<file path="src/rtl/deser_pkg.sv">
// Shared types and helpers for the parameterised serial-to-parallel deserializer.
package deser_pkg;

   // IDLE holds no collected bits; COLLECT holds between 1 and L-1 bits.
   typedef enum logic {
      IDLE,
      COLLECT
   } state_t;

   // A requested length of zero, or one wider than the word, selects a full word.
   function automatic int unsigned clamp_len(input int unsigned raw_len,
                                             input int unsigned data_w);
      if (raw_len == 0 || raw_len > data_w) begin
         return data_w;
      end
      return raw_len;
   endfunction

endpackage

</file>
<file path="src/rtl/deser_out_stage.sv">
// Output handshake register: holds a completed word until downstream takes it,
// and drops (with an overflow pulse) any word that arrives while it is blocked.
module deser_out_stage #(
   parameter int DATA_W = 16,
   parameter int LEN_W  = 5
) (
   input  logic              clk_i,
   input  logic              arstn_i,
   input  logic              load_i,
   input  logic [DATA_W-1:0] load_data_i,
   input  logic [LEN_W-1:0]  load_len_i,
   input  logic              rdy_i,
   output logic              val_o,
   output logic [DATA_W-1:0] data_o,
   output logic [LEN_W-1:0]  len_o,
   output logic              overflow_o
);

   logic free_slot;

   // The slot can take a new word if it is empty or is being emptied this cycle.
   always_comb begin
      free_slot = !val_o || rdy_i;
   end

   // Load, hold, release or drop the word; overflow lasts exactly one cycle.
   always_ff @(posedge clk_i or negedge arstn_i) begin
      if (!arstn_i) begin
         val_o      <= 1'b0;
         data_o     <= '0;
         len_o      <= '0;
         overflow_o <= 1'b0;
      end else begin
         overflow_o <= 1'b0;
         if (load_i && free_slot) begin
            val_o  <= 1'b1;
            data_o <= load_data_i;
            len_o  <= load_len_i;
         end else if (load_i) begin
            overflow_o <= 1'b1;
         end else if (val_o && rdy_i) begin
            val_o <= 1'b0;
         end
      end
   end

endmodule

</file>
<file path="src/rtl/param_deserializer.sv">
// Serial-to-parallel deserializer with per-word length, flush and a
// valid/ready output that drops words arriving while the output is blocked.
module param_deserializer
   import deser_pkg::*;
#(
   parameter int DATA_W    = 16,
   parameter int MSB_FIRST = 1,
   parameter int LEN_W     = $clog2(DATA_W) + 1
) (
   input  logic              clk_i,
   input  logic              arstn_i,
   input  logic              data_i,
   input  logic              data_val_i,
   input  logic [LEN_W-1:0]  data_len_i,
   input  logic              flush_i,
   output logic [DATA_W-1:0] deser_data_o,
   output logic [LEN_W-1:0]  deser_len_o,
   output logic              deser_data_val_o,
   input  logic              deser_data_rdy_i,
   output logic              overflow_o
);

   state_t            state;
   logic [LEN_W-1:0]  bit_cnt;
   logic [LEN_W-1:0]  word_len;
   logic [LEN_W-1:0]  cur_len;
   logic [LEN_W-1:0]  next_cnt;
   logic [DATA_W-1:0] shift_reg;
   logic [DATA_W-1:0] next_shift;
   logic              first_bit;
   logic              word_done;

   // Work out the word as it would look with this cycle's bit, and whether it ends here.
   always_comb begin
      first_bit  = (state == IDLE) && data_val_i;
      cur_len    = first_bit ? LEN_W'(clamp_len(32'(data_len_i), DATA_W)) : word_len;
      next_cnt   = data_val_i ? bit_cnt + LEN_W'(1) : bit_cnt;
      next_shift = shift_reg;
      if (data_val_i) begin
         if (MSB_FIRST != 0) begin
            next_shift = {shift_reg[DATA_W-2:0], data_i};
         end else begin
            next_shift = shift_reg | (DATA_W'(data_i) << bit_cnt);
         end
      end
      word_done = (data_val_i && (next_cnt == cur_len)) ||
                  (flush_i && ((state == COLLECT) || data_val_i));
   end

   // Collection FSM: gather bits, then clear everything as soon as a word is handed off.
   always_ff @(posedge clk_i or negedge arstn_i) begin
      if (!arstn_i) begin
         state     <= IDLE;
         bit_cnt   <= '0;
         word_len  <= '0;
         shift_reg <= '0;
      end else if (word_done) begin
         state     <= IDLE;
         bit_cnt   <= '0;
         shift_reg <= '0;
      end else if (data_val_i) begin
         state     <= COLLECT;
         bit_cnt   <= next_cnt;
         shift_reg <= next_shift;
         if (first_bit) begin
            word_len <= cur_len;
         end
      end
   end

   deser_out_stage #(
      .DATA_W (DATA_W),
      .LEN_W  (LEN_W)
   ) u_out_stage (
      .clk_i       (clk_i),
      .arstn_i     (arstn_i),
      .load_i      (word_done),
      .load_data_i (next_shift),
      .load_len_i  (next_cnt),
      .rdy_i       (deser_data_rdy_i),
      .val_o       (deser_data_val_o),
      .data_o      (deser_data_o),
      .len_o       (deser_len_o),
      .overflow_o  (overflow_o)
   );

endmodule

</file>
<file path="config.mk">
export PLATFORM = sky130hd
export DESIGN_NAME = param_deserializer
export DESIGN_NICKNAME = d
export VERILOG_FILES = /design/src/rtl/deser_pkg.sv /design/src/rtl/deser_out_stage.sv /design/src/rtl/param_deserializer.sv
export SDC_FILE = /design/constraint.sdc
export NUM_CORES = 1
export LEC_CHECK = 0
export CORE_MARGIN = 4
export CORE_UTILIZATION = 53
export DETAILED_ROUTE_END_ITERATION = 7
export PLACE_DENSITY = 0.84
export SYNTH_ARGS = -nofsm -noshare
export SYNTH_HDL_FRONTEND = slang
export SYNTH_SLANG_ARGS = --single-unit
</file>
<file path="constraint.sdc">
create_clock -name clk_i -period 3 [get_ports clk_i]
set_input_delay 0.6 -clock clk_i [delete_from_list [all_inputs] [get_ports clk_i]]
set_output_delay 0.6 -clock clk_i [all_outputs]
set_load 0.005 [all_outputs]
</file>
==> reports/results.ini <==
[synthesis]
synth_seq_cells=50
yosysSeqAreaShare_pct=56.12
synthesis.area_um2=2230
synth_edf_count=0
yosysTopAreaCell=dfrtp_1
synth_cell_type_count=37
netlist_top_cells_area=dfrtp_1, mux2i_1, nor2_1
yosys_warnings=0
dominantRegCellSynth=dfrtp_1
syn_inst=179
synthDominantCellAreaShare_pct=56.12
synth-async-reset-ratio_pct=100.0
synth_area_per_cell_um2=12.46
syn_nets=192

[pwr]
switching_power_mw=0.4790
powerDensity_nw_per_um2=580.2
power_frac_comb_pct=28.9
leakagePower_nw=1.359
switching_share_pct=28.67
clkPwrFrac_pct=22.3
p_int_mw=1.192
seqPwrFrac_pct=48.7
vdd_drop_max_mv=0.3554

[finish]
layout_common_cells=dfrtp_1, mux2i_1, clkdlybuf4s50_1
final_cells=281
final_nets=244
diodes=0
fin_area_um2=2880
drive_above_1_share_pct=22.94
final_common_cell=dfrtp_1
area_growth_syn_to_layout_pct=29.18
fill_cells=280

[floorplan]
core_um2=4029
initial_core_util_pct=55.34
rows=23
die_area_um2=5309
io_pins=34
die_h_um=72.86
die_width_um=72.86

[routing]
drc_errors=0
vias=1509
ant_nets=0
via_per_inst=5.370
wl_per_cell_um=16.04
drt_iter0_markers=123
firstDrtPassIters=4
wl_um=4508

[worst_setup_path]
slowest_delay_ps=540
worstReg2RegStart=bit_cnt[0]
worstRegToRegCells=9
r2r-end=u_out_stage.data_o[7]
setup.worst_path.class=input pin to flop
crit_arrival_ps=3210
crit_chain=buf_6, or4_4, ha_4, nor3b_4, o21a_1, o2111ai_2, or4_4, a21oi_4, buf_12, buf_8, mux2i_2
worst-path-max-fanout=8
crit_path_end_kind=flop
start_kind=input pin
ff2ff_setup_slack_ps=520
cp.required_ps=3220
crit_slowest_cell=or4_4
critPathMostFrequentCell=or4_4

[global_routing]
grt_pass1_wl_um=8059
antenna_found_initial=0
grt_pass1_vias=1747
grt_overflow=0
grt_use_total_pct=19.88
grt_start_max_net_pins=51

[sta]
finalCriticalPeriod_ps=2985
min_period_over_period_pct=99.49
slew_headroom_pct=27.66
holdWs_ps=488.3
tightest_slew_ps=1085
timing.fmax_mhz=335.1
clock-skew-final_ps=11.22
setup_violations=0
rsz0062_at_grt=true
hold_violations=0
maxSlewViolCount=0

[clocking]
cts_hold_buf=0
clk_pin_slew_ps=90
clk_latency_ps=300
numCtsBuffers=5
cts-htree-levels=2
root_buffer=clkbuf_8
cts.sinks=50
cts_buffer_depth=2
cts_tree=done

[job]
maxCapViolations=0

[placed_design]
dp_cells=273
numPortBuffers=33
dpl-instance-area_um2=2728
dp_hpwl_um=3242
gp_congestion=0.8412

[min_path]
hold_end=u_out_stage.data_o[14]
hp-start=u_out_stage.data_o[14]
whs_path_depth=1
min_path_type=flop to flop

[run_status]
status=complete, no violations

[power by group through the flow]
| stage | logic (mW) | registers (mW) | clock network, mW |
|---|---|---|---|
| floorplan | 0.253 | 0.811 | 0 |
| global placement | 0.424 | 0.819 | 0 |
| detailed placement | 0.441 | 0.824 | 0 |
| CTS | 0.477 | 0.812 | 0.385 |
| global route | 0.531 | 0.824 | 0.418 |
| finish | 0.483 | 0.814 | 0.373 |
[cell type report]
type / instances / area (um^2) / share of cell area [%]
repair buffers: 53 / 508.0 / 17.64
well taps: 50 / 62.56 / 2.172
clock inverters: 2 / 13.76 / 0.4778
clock buffers: 5 / 68.82 / 2.389
multi-input cells: 104 / 912.1 / 31.67
flip-flops and latches: 50 / 1251 / 43.44
inverters: 17 / 63.81 / 2.215
[how the worst max path moves through the flow]
stage | from | endpoint | cells past startpoint
2_1_floorplan | data_len_i[0] | u_out_stage.len_o[0] | 9
3_3_place_gp | data_len_i[0] | u_out_stage.data_o[15] | 10
3_5_place_dp | data_len_i[0] | u_out_stage.data_o[7] | 10
4_1_cts | data_len_i[3] | u_out_stage.data_o[7] | 11
5_1_grt | data_len_i[3] | u_out_stage.data_o[15] | 11
6_report | data_len_i[3] | u_out_stage.data_o[7] | 11
[critical path, delay by kind of cell]
family / cells / cell delay (ps)
adder cells (fa/ha/maj): 1 / 280
buffers and inverters: 3 / 380
AND/OR/NAND/NOR: 3 / 1270
multiplexers: 1 / 230
AO/OA/AOI/OAI: 3 / 440
[layer usage]
layer	vias up	track usage, %	share of wire (%)
met5	-	0	0
met4	0	8.811	2.5
met3	14	5.647	4.9
met2	45	33.07	51
met1	742	24.02	42
li1	708	-	-
[cells in the mapped netlist (3+ instances only)]
| master | number |
|---|---|
| xor2_1 | 7 |
| mux2i_1 | 29 |
| mux2_1 | 4 |
| mux2_2 | 5 |
| and3_1 | 5 |
| dfrtp_1 | 50 |
| and2_1 | 4 |
| nor2_1 | 18 |
| buf_6 | 3 |
| inv_1 | 17 |
| a32o_1 | 5 |
[metrics by stage]
step	worst slack, ps	setup TNS, ps	util, %	power (mW)
after CTS	1.290	0	70.87	1.673
final	15.42	0	71.49	1.671
after floorplan	-205.1	-1784	-	1.065
after global placement	-609.3	-23510	67.70	1.243
after detailed placement	-788.9	-29760	67.70	1.265
after global routing	-103.7	-932.8	71.49	1.773
[kinds of logic after synthesis]
logic type      Yosys count  share of synthesized area [%]
buf+inv                  25                          5.611
fa+ha+maj                 2                          1.122
flops                    50                          56.12
xor+xnor                  7                          2.750
simple gates             44                          11.56
mux                      38                          17.56
compound gates           13                          5.275
[timing repair]
action | CTS | global route
buffers inserted | 1 | 0
pin swaps | 8 | 2
resized for setup | 23 | 7
setup endpoints to repair | 50 | 25
(Power assumes the default switching activity.)
